===== config.mk =====
export PLATFORM = sky130hd
export DESIGN_NAME = gcd_lcm_sequencer
export DESIGN_NICKNAME = d
export VERILOG_FILES = /design/src/rtl/gcd_lcm_sequencer.sv
export SDC_FILE = /design/constraint.sdc
export NUM_CORES = 1
export LEC_CHECK = 0
export BUFFER_PORTS_ARGS = -buffer_cell sky130_fd_sc_hd__clkbuf_2
export CELL_PAD_IN_SITES_DETAIL_PLACEMENT = 1
export CELL_PAD_IN_SITES_GLOBAL_PLACEMENT = 1
export CORE_ASPECT_RATIO = 1.25
export CORE_UTILIZATION = 39
export CTS_CLUSTER_SIZE = 28
export DETAILED_ROUTE_END_ITERATION = 16
export PLACE_DENSITY = 0.94
export SETUP_SLACK_MARGIN = 0.4
export SLEW_MARGIN = 20
export SYNTH_ARGS = -nofsm -noshare
export SYNTH_HDL_FRONTEND = slang
export SYNTH_SLANG_ARGS = --single-unit

===== constraint.sdc =====
create_clock -name clk -period 4.3 [get_ports clk]
set_input_delay 1.29 -clock clk [delete_from_list [all_inputs] [get_ports clk]]
set_output_delay 1.29 -clock clk [all_outputs]
set_load 0.005 [all_outputs]

===== src/rtl/gcd_lcm_sequencer.sv =====
// gcd_lcm_sequencer
//   Front-end for the serial GCD/LCM engine. It takes an operand pair on a
//   valid/ready handshake and handles zero operands itself. Non-zero pairs go
//   to the engine as a start pulse carrying A, then B on the next cycle. The
//   block then waits for done (or a timeout) and holds the result on a
//   valid/ready output port. It owns the engine's active-low reset, which is
//   released only while a job is being loaded or run.
//
// Ports
//   clk, rst              : clock, synchronous active-high reset
//   in_valid/in_ready     : operand handshake, in_a / in_b operands
//   out_valid/out_ready   : result handshake, out_gcd / out_lcm / out_err
//   eng_rst_n, eng_start  : engine reset (active low) and start pulse
//   eng_data              : engine serial operand bus (A, then B)
//   eng_done, eng_gcd/lcm : engine completion and results
module gcd_lcm_sequencer #(
  parameter int SIZE    = 8,
  parameter int TIMEOUT = 300
) (
  input  logic              clk,
  input  logic              rst,
  input  logic              in_valid,
  output logic              in_ready,
  input  logic [SIZE-1:0]   in_a,
  input  logic [SIZE-1:0]   in_b,
  output logic              out_valid,
  input  logic              out_ready,
  output logic [SIZE-1:0]   out_gcd,
  output logic [2*SIZE:0]   out_lcm,
  output logic              out_err,
  output logic              eng_rst_n,
  output logic              eng_start,
  output logic [SIZE-1:0]   eng_data,
  input  logic              eng_done,
  input  logic [SIZE-1:0]   eng_gcd,
  input  logic [2*SIZE:0]   eng_lcm
);

  localparam int CW = (TIMEOUT > 1) ? $clog2(TIMEOUT) : 1;
  localparam logic [CW-1:0] CNT_LAST = CW'(TIMEOUT - 1);

  typedef enum logic [2:0] {
    S_IDLE, S_LOAD_A, S_LOAD_B, S_WAIT, S_RESULT
  } state_t;

  state_t            state_q, state_d;
  logic              in_ready_q, in_ready_d;
  logic              out_valid_q, out_valid_d;
  logic [SIZE-1:0]   out_gcd_q, out_gcd_d;
  logic [2*SIZE:0]   out_lcm_q, out_lcm_d;
  logic              out_err_q, out_err_d;
  logic              eng_rst_n_q, eng_rst_n_d;
  logic              eng_start_q, eng_start_d;
  logic [SIZE-1:0]   eng_data_q, eng_data_d;
  logic [SIZE-1:0]   b_q, b_d;
  logic [CW-1:0]     cnt_q, cnt_d;

  // Outputs are computed alongside the next state so that, once registered,
  // they line up with the state they belong to.
  always_comb begin
    state_d     = state_q;
    in_ready_d  = in_ready_q;
    out_valid_d = out_valid_q;
    out_gcd_d   = out_gcd_q;
    out_lcm_d   = out_lcm_q;
    out_err_d   = out_err_q;
    eng_rst_n_d = eng_rst_n_q;
    eng_start_d = eng_start_q;
    eng_data_d  = eng_data_q;
    b_d         = b_q;
    cnt_d       = cnt_q;

    case (state_q)
      S_IDLE: begin
        if (in_valid && in_ready_q) begin
          in_ready_d = 1'b0;
          if (in_a == '0 || in_b == '0) begin
            // With at least one operand zero, OR yields the non-zero operand
            // (or 0 when both are zero). The engine is never touched.
            state_d     = S_RESULT;
            out_valid_d = 1'b1;
            out_gcd_d   = in_a | in_b;
            out_lcm_d   = '0;
            out_err_d   = 1'b0;
          end else begin
            state_d     = S_LOAD_A;
            eng_rst_n_d = 1'b1;
            eng_start_d = 1'b1;
            eng_data_d  = in_a;
            b_d         = in_b;
          end
        end
      end

      S_LOAD_A: begin
        state_d     = S_LOAD_B;
        eng_start_d = 1'b0;
        eng_data_d  = b_q;
        cnt_d       = '0;
      end

      S_LOAD_B: begin
        state_d = S_WAIT;
        cnt_d   = '0;
      end

      S_WAIT: begin
        // Done wins over a simultaneous timeout.
        if (eng_done) begin
          state_d     = S_RESULT;
          out_valid_d = 1'b1;
          out_gcd_d   = eng_gcd;
          out_lcm_d   = eng_lcm;
          out_err_d   = 1'b0;
          eng_rst_n_d = 1'b0;
        end else if (cnt_q == CNT_LAST) begin
          state_d     = S_RESULT;
          out_valid_d = 1'b1;
          out_gcd_d   = '0;
          out_lcm_d   = '0;
          out_err_d   = 1'b1;
          eng_rst_n_d = 1'b0;
        end else begin
          cnt_d = cnt_q + 1'b1;
        end
      end

      S_RESULT: begin
        // Result fields are left untouched here, so they stay stable while
        // the consumer stalls.
        if (out_ready) begin
          state_d     = S_IDLE;
          out_valid_d = 1'b0;
          in_ready_d  = 1'b1;
        end
      end

      default: begin
        state_d     = S_IDLE;
        in_ready_d  = 1'b1;
        out_valid_d = 1'b0;
        eng_rst_n_d = 1'b0;
        eng_start_d = 1'b0;
      end
    endcase
  end

  always_ff @(posedge clk) begin
    if (rst) begin
      state_q     <= S_IDLE;
      in_ready_q  <= 1'b1;
      out_valid_q <= 1'b0;
      out_gcd_q   <= '0;
      out_lcm_q   <= '0;
      out_err_q   <= 1'b0;
      eng_rst_n_q <= 1'b0;
      eng_start_q <= 1'b0;
      eng_data_q  <= '0;
      b_q         <= '0;
      cnt_q       <= '0;
    end else begin
      state_q     <= state_d;
      in_ready_q  <= in_ready_d;
      out_valid_q <= out_valid_d;
      out_gcd_q   <= out_gcd_d;
      out_lcm_q   <= out_lcm_d;
      out_err_q   <= out_err_d;
      eng_rst_n_q <= eng_rst_n_d;
      eng_start_q <= eng_start_d;
      eng_data_q  <= eng_data_d;
      b_q         <= b_d;
      cnt_q       <= cnt_d;
    end
  end

  assign in_ready  = in_ready_q;
  assign out_valid = out_valid_q;
  assign out_gcd   = out_gcd_q;
  assign out_lcm   = out_lcm_q;
  assign out_err   = out_err_q;
  assign eng_rst_n = eng_rst_n_q;
  assign eng_start = eng_start_q;
  assign eng_data  = eng_data_q;

endmodule


## After elaboration in Yosys (flattened, before gate mapping)

Index checks and enable logic that the tools add are counted.

- Add/subtract/negate cells: 1
- Eq/ne operators: 12
- Muxes and demuxes: 41
- Bitwise operators: 6
- Reduce and logical (&&, ||, !) cells: 21

Operators by type and width:

| operator | count |
|---|---|
| $mux W17 | 4 |
| $mux W8 | 6 |
| $pmux W17 S2 | 1 |
| $pmux W8 S2 | 2 |
| $mux W9 | 2 |
| $pmux W9 S2 | 1 |
| $reduce_and A3 Y1 | 6 |
| $logic_not A8 Y1 | 2 |
| $mux W3 | 5 |
| $pmux W3 S5 | 1 |
| $mux W1 | 14 |
| $ne A2 B2 Y1 const B | 6 |
| $add A9 B1 Y9 const B | 1 |
| $eq A9 B9 Y1 const B | 1 |
| $reduce_or A3 Y1 | 3 |
| $or A8 B8 Y8 | 1 |
| $reduce_and A4 Y1 | 2 |
| $eq A3 B2 Y1 const B | 2 |
| $pmux W1 S3 | 2 |
| $reduce_bool A2 Y1 | 3 |
| $not A1 Y1 | 5 |
| $reduce_and A5 Y1 | 1 |
| $pmux W1 S2 | 2 |
| $pmux W1 S4 | 1 |
| 7 further kinds | 7 |

- Register bits after elaboration: 58
- Input port bits: 46
- Output and inout bits: 38
- Word-level logic and storage cells: 92

## Logic depth before layout (Yosys ltp)

Gate-level depths: netlist (run 1).

- Word-level depth: 5
- Mapped depth: 7
- Depth with buffers taken out: 6

## Worst setup path before layout (run 1)

OpenSTA, ideal clock, no wires.

- Kind: input -> register
- From: input eng_done
- To: register out_lcm_q[10], in the netlist out_lcm[10]
- Setup time: 0.117 ns
- Arrival: 2.719 ns
- Data required time: 4.183 ns
- Slack: 1.464 ns
- Stages: 7
- Buffers on the path: 2
- Path through: clkbuf_1 > and4bb_2 > o41a_1 > a211oi_2 > a21oi_2 > buf_6 > a22o_1

- Cells in the longest elaborated chain, start to end: 2
- Elaborated cells between the ends (all ways): 4
- Classes of those cells: eq/ne: 1; mux: 2; reduce/logical: 1

RTL lines:

| what | line | source |
|---|---|---|
| from (decl) | 34 | `input logic eng_done,` |
| $ne A3 B3 Y1 (no source line) or $mux W17 (tied branches) | n/a |  |
| $reduce_and A4 Y1 (no source line) or $pmux W17 S2 (tied branches) | n/a |  |
| to (signal assigned) | 166 | `out_lcm_q <= out_lcm_d;` |
| to (decl) | 50 | `logic [2*SIZE:0] out_lcm_q, out_lcm_d;` |

Parallel ways exist; a longest one is shown, timed or not.
A chain may end at the register's enable or synchronous reset.

## Worst setup path in the final report (run 1)

- From: input eng_done
- To: register out_lcm_q[6], in the netlist out_lcm[6]

Same word-level chain as after synthesis.

==> summary.txt, run 1 <==
Status
  – Status: finished clean

Timing
  – Minimum clock period: 3.01 ns
  – Final setup vio count: 0
  – Setup TNS: 0 ns
  – Worst Max-Slew Pin Slew: 0.984 ns
  – Rel. slew slack: 33.9%
  – Clk_skew: 0.0108 ns
  – Final period utilization: 70.0%
  – RSZ-0062 raised after global routing: false
  – FMAX: 332 MHz
  – Final hold slack: 0.462 ns
  – Final Hold Fails: 0
  – Worst Slack Setup Final: 1.29 ns
  – Final Slew Violations: 0

Yosys
  – Count of flip-flops with a built-in enable after synthesis: 0
  – Yosys top cell area share: 46.8%
  – Net Count, Synth: 320
  – Synth warn: 0
  – Post-Synthesis Cells: 273
  – Most frequent cell after synthesis: dfxtp_1
  – Sequential share of the synthesized area: 46.8%
  – Largest area contributor in the netlist: dfxtp_1
  – Cell variety after synth: 37
  – Main synth FF type: dfxtp_1
  – Most frequent cells after synthesis: dfxtp_1 (58), nor2_1 (39), mux2i_1 (19), o21ai_0 (19)
  – Post-synthesis register bit count: 58
  – Asr flop ratio synth: 0%
  – Top area cells in the synthesized netlist: dfxtp_1 (47%), mux2i_1 (7.7%), a22o_1 (6.0%), nor2_1 (5.9%), o21ai_0 (3.8%)
  – Mapped cell area: 0.00248 mm²
  – Syn avg cell area: 9.10 µm²

Clock network
  – Clock Tree Root: clkbuf_8
  – CTS tree: yes
  – Clock transition at path regs: 0.07 ns
  – CTS Sinks: 58
  – Cts hold-fix bufs: 0
  – Worst skew pair latency: 0.33 ns
  – Num CTS Buffers: 9
  – Max Buffers Root-to-Sink: 2
  – PostCTS Resize Cnt: 0
  – Buffer count from post-CTS setup fixing: 0
  – Htree depth: 3

Placement
  – Worst slack at placement: 0.936 ns
  – Dpl hpwl: 5.11 mm
  – Area post-placement: 0.00293 mm²
  – Placed cell count: 424
  – Gpl congestion: 0.824
  – PortBufs: 83

Route
  – Iter 0 DRT Violations: 109
  – Via density: 5.35
  – # DRC: 0
  – Routed Wire Length: 7.00 mm
  – Routed via count: 2356
  – DR pass1 iterations: 4
  – Routed length per instance: 15.9 µm
  – ANT nets after route: 0

Worst setup path
  – Critical path endpoint category: flop
  – R2R depth: 5
  – Crit path max fanout: 17
  – Worst EP arrival: 3.28 ns
  – Crit Path Category: primary input to flop
  – CP Launch Type: primary input
  – CP required: 4.57 ns

Floorplan
  – Die height: 91.2 µm
  – Overall die area: 0.00669 mm²
  – Initial core utilization: 40.3%
  – Ports: 84
  – Die Wd: 73.4 µm
  – Row count: 32
  – Core area: 0.00617 mm²

Cells and area
  – Ant diodes: 0
  – Design area: 0.00314 mm²
  – Area growth from synthesis to layout: 26.3%
  – Finished Layout Cells: 440
  – Fraction of layout cells with a size suffix above 1: 29.9%
  – Util after Layout: 50.9%
  – Nets: 397
  – Fillcell total: 772

Global routing
  – Largest net degree at the start of global routing: 41
  – GRT overflow: 0
  – First-pass GRT wire length: 11.2 mm
  – Initial antenna violation count: 0
  – Vias in the first global route: 2358
  – GR Util All Layers: 22.3%

Power
  – P per Cell Area: 541 mW/mm²
  – Pleak: 1.40 nW
  – Tot Pwr: 1.70 mW
  – Peak VDD IR: 233 µV

Min path
  – Hold WC Path Type: flop to flop
  – Hold Crit Depth: 2

Run
  – MaxCap Viol Count: 0
[worst paths after layout]
kind,slack [ns],end,start
max reg2reg,1.85,out_lcm[6],state_q[2]
min reg2reg,0.46,eng_start,eng_start
min,0.46,eng_start,eng_start
max,1.29,out_lcm[6],eng_done
[per-layer routing]
layer | vias up | wire [µm] | track usage [%]
met2 | 69 | 3690 | 38.0
met5 | - | 0 | 0
met1 | 1119 | 2860 | 24.3
met3 | 15 | 287 | 6.99
li1 | 1153 | - | -
met4 | 0 | 164 | 10.9
[worst max-delay path: stages]
cell and delay, ns:
clkbuf_2 0.16, and4bb_2 0.38, o41a_1 0.47, a211oi_2 0.12
a21oi_2 0.60, a22o_1 0.25
[power by group]
part | leakage [nW] | internal [mW] | switching [mW]
Sequential | 0.471 | 0.628 | 0.0732
Combinational | 0.831 | 0.201 | 0.288
Clock | 0.0945 | 0.283 | 0.224
[sequential cells by signal, summed over array words and instances (netlist names)]
signal / cells
out_err: 1
state_q: 3
in_ready: 1
b_q: 8
out_valid: 1
out_lcm: 17
eng_start: 1
eng_rst_n: 1
eng_data: 8
cnt_q: 9
out_gcd: 8
[placed cells by master (no fill, tap or decap), types with 2 or more instances in the layout]
cell type | netlist | routed
clkinvlp_4 | 0 | 3
o21ai_0 | 19 | 19
nor4_1 | 5 | 5
clkbuf_2 | 0 | 83
nand4_1 | 4 | 4
a22o_1 | 17 | 17
nor2_1 | 39 | 39
nor2b_1 | 9 | 9
o2111ai_1 | 3 | 3
nor3_1 | 5 | 5
dfxtp_1 | 58 | 58
a211oi_1 | 2 | 2
or2_2 | 2 | 2
nand2_1 | 17 | 17
nand2b_1 | 3 | 3
nand3_1 | 4 | 4
xor2_1 | 6 | 6
clkbuf_8 | 0 | 10
a31oi_1 | 8 | 8
a21oi_1 | 8 | 8
o31ai_1 | 8 | 8
inv_1 | 3 | 3
and3_1 | 3 | 3
mux2i_1 | 19 | 19
[final cells by class]
type	count	area (µm²)	area share, %
Multi-Input combinational cell	194	1230	39.3
Sequential cell	58	1160	37.0
Timing Repair Buffer	84	423	13.5
Tap cell	85	106	3.39
Inverter	3	11.3	0.359
Clock inverter	6	66.3	2.11
Clock buffer	10	138	4.39
[kinds of logic (layout without fill, tap and decap cells)]
kind of cell	after synthesis	count (layout)	synth area share [%]
AOI/OAI and AO/OA	73	73	20.6
buffers and inverters	21	103	3.68
adders and majority gates	1	1	0.504
and+or+nand+nor	95	95	18.7
xor gates and xnor gates	6	6	2.12
DFF	58	58	46.8
muxes	19	19	7.66
Note: power is estimated with default switching activity, not from simulation.
==> inputs of run 2 (changes only) <==
--- a/config.mk
+++ b/config.mk
@@ -9,10 +9,10 @@
 export CELL_PAD_IN_SITES_DETAIL_PLACEMENT = 1
 export CELL_PAD_IN_SITES_GLOBAL_PLACEMENT = 1
 export CORE_ASPECT_RATIO = 1.25
-export CORE_UTILIZATION = 39
+export CORE_UTILIZATION = 36
 export CTS_CLUSTER_SIZE = 28
 export DETAILED_ROUTE_END_ITERATION = 16
-export PLACE_DENSITY = 0.94
+export PLACE_DENSITY = 0.88
 export SETUP_SLACK_MARGIN = 0.4
 export SLEW_MARGIN = 20
 export SYNTH_ARGS = -nofsm -noshare
==> constraint.sdc (replaced) <==
create_clock -name clk -period 2.8 [get_ports clk]
set_input_delay 0.84 -clock clk [delete_from_list [all_inputs] [get_ports clk]]
set_output_delay 0.84 -clock clk [all_outputs]
set_load 0.005 [all_outputs]
==> summary.txt, run 2 (synthesis gave the netlist of run 1 again) <==
Cells and area
  – Most common cell after layout, fill and taps aside: clkbuf_2
  – Area growth from synthesis to layout: 30.1%
  – Reg area: 0.00116 mm² (unchanged)
  – Nets: 406 (+2.3%)
  – Fillcell total: 829 (+7.4%)
  – Most frequent cells in the layout: clkbuf_2 (83), dfxtp_1 (58), nor2_1 (39)
  – Area of the multi-input gates: 0.00123 mm² (+0.20%)
  – Number of flip-flops in the largest register: 17 (unchanged)
  – Fraction of layout cells with a size suffix above 1: 31.9% (+2.0 points)
  – Ant diodes: 0 (unchanged)

Timing
  – Worst Slack Setup Final: 0.556 ns (-0.732 ns)
  – Final Slew Violations: 0 (unchanged)
  – Final period utilization: 80.1%
  – Final setup vio count: 0 (unchanged)
  – Worst Max-Slew Pin Slew: 1.02 ns (+0.0384 ns)
  – Final Hold Fails: 0 (unchanged)
  – RSZ-0062 raised after global routing: false
  – Setup TNS: 0 ns (unchanged)
  – Rel. slew slack: 31.3% (-2.6 points)
  – Minimum clock period: 2.24 ns
  – FMAX: 446 MHz
  – Clk_skew: 0.0125 ns (+0.00171 ns)

Route
  – Routed length per instance: 16.0 µm (+0.59%)
  – Routed via count: 2394 (+1.6%)
  – Iter 0 DRT Violations: 127 (+17%)
  – ANT nets after route: 0 (unchanged)
  – Via density: 5.31 (-0.87%)
  – DR pass1 iterations: 4 (unchanged)
  – Routed Wire Length: 7.22 mm (+3.1%)
  – # DRC: 0 (unchanged)

Worst setup path
  – Worst Setup SP: cnt_q[0]
  – Worst EP arrival: 2.47 ns (-0.81 ns)
  – WP buf/inv: 1 (unchanged)
  – CP max stage cell: dfxtp_1
  – Crit Reg-Reg Startpoint: cnt_q[0]
  – Worst path max stage delay: 0.45 ns (-0.15 ns)
  – Crit Path Category: flop to flop
  – CP delay by family, top: compound AO/OA/AOI/OAI gates
  – CP required: 3.03 ns (-1.54 ns)
  – Critical path endpoint category: flop
  – Worst-path cell chain: ha_2, nand2_1, o41a_1, buf_4, a211o_1, o21ai_0, o31ai_1
  – CP Launch Type: flop
  – Crit path max fanout: 13 (-4)

Floorplan
  – Overall die area: 0.00724 mm² (+8.1%)
  – Core area: 0.00661 mm² (+7.1%)
  – Initial core utilization: 37.6% (-2.7 points)
  – Row count: 33 (+3.1%)
  – Die height: 94.9 µm (+4.0%)
  – Die Wd: 76.3 µm (+4.0%)
  – Ports: 84 (unchanged)

Run
  – MaxCap Viol Count: 0 (unchanged)

Clock network
  – Clock Tree Root: clkbuf_8
  – Max Buffers Root-to-Sink: 2 (unchanged)
  – Cts hold-fix bufs: 0 (unchanged)
  – CTS tree: yes
  – Clock transition at path regs: 0.07 ns (about the same)
  – Buffer count from post-CTS setup fixing: 0 (unchanged)
  – Worst skew pair latency: 0.35 ns (+0.02 ns)
  – Htree depth: 3 (unchanged)
  – Num CTS Buffers: 9 (unchanged)
  – CTS Sinks: 58 (unchanged)

Power
  – Pleak: 1.45 nW (+3.8%)
  – P per Cell Area: 856 mW/mm² (+58%)
  – Peak VDD IR: 377 µV (+62%)
  – Tot Pwr: 2.77 mW (+63%)

Placement
  – Gpl congestion: 0.878 (+6.5%)
  – PortBufs: 83 (unchanged)
  – Dpl hpwl: 5.43 mm (+6.3%)
  – Worst slack at placement: 0.226 ns (-0.711 ns)

Global routing
  – Largest net degree at the start of global routing: 18 (-56%)
  – GR Util All Layers: 20.9% (-1.3 points)
  – GRT overflow: 0 (unchanged)
  – Vias in the first global route: 2491 (+5.6%)
  – First-pass GRT wire length: 11.7 mm (+4.3%)
  – Initial antenna violation count: 0 (unchanged)

Min path
  – Hold Startpoint: b_q[3]
  – Hold WC Path Type: flop to flop

Status
  – Status: finished clean
-- run 2: cell types whose count changed in the layout (fill, tap and decap cells not counted) --
cell,change
buf_4,+9
inv_6,+2
bufinv_16,+1
clkbuf_8,-1
clkinv_2,-1
clkinvlp_4,-1
ha_1,-1
ha_2,+1
-- run 2: area by class of cell --
cell class | instances | area share (%)
flip-flops and latches | 58 | 35.9
clock buffers | 9 | 3.83
well taps | 87 | 3.37
repair buffers | 93 | 15.2
multi-input cells | 194 | 38.2
inverters | 3 | 0.349
clock inverters | 7 | 3.14
-- run 2: worst paths after layout --
check                endpoint  slack (ns)  cells past startpoint
hold / removal    eng_data[3]        0.47                      2
setup / recovery   out_gcd[0]        0.56                      7
hold reg to reg   eng_data[3]        0.47                      2
setup reg to reg   out_gcd[0]        0.56                      7
-- run 2: power breakdown --
part	switching [mW]	leakage, nW	internal [mW]
clock network	0.374	0.106	0.508
logic	0.466	0.872	0.352
registers	0.103	0.471	0.964
total	0.943	1.45	1.82
-- run 2: per-stage QoR --
| step | instances | instance area, µm² | util [%] | hold slack, ns |
|---|---|---|---|---|
| floorplan | 273 | 2480 | - | 0.425 |
| global placement | 435 | 3000 | 45.5 | 0.435 |
| detailed placement | 435 | 3000 | 45.5 | 0.451 |
| CTS | 451 | 3230 | 48.9 | 0.467 |
| global route | 451 | 3230 | 48.9 | 0.504 |
| finish | 451 | 3230 | 48.9 | 0.469 |
-- run 2: repair_timing --
item	CTS	global route
resized for setup	0	1
endpoints found under the hold margin	0	0
endpoints found under the setup margin	0	1
-- run 2: tightest hold or removal path, delay by kind of cell, from the launching register on --
family	cells	cell delay, ns
AOI/OAI and AO/OA	1	0.06
DFF	1	0.33
and+or+nand+nor	1	0.05
-- run 2: per-layer routing --
| metal | vias to the layer above | routed length, µm | global-route usage [%] |
|---|---|---|---|
| met2 | 75 | 3750 | 38.7 |
| li1 | 1158 | - | - |
| met5 | - | 0 | 0 |
| met4 | 0 | 154 | 9.94 |
| met1 | 1144 | 2970 | 22.2 |
| met3 | 17 | 348 | 5.60 |
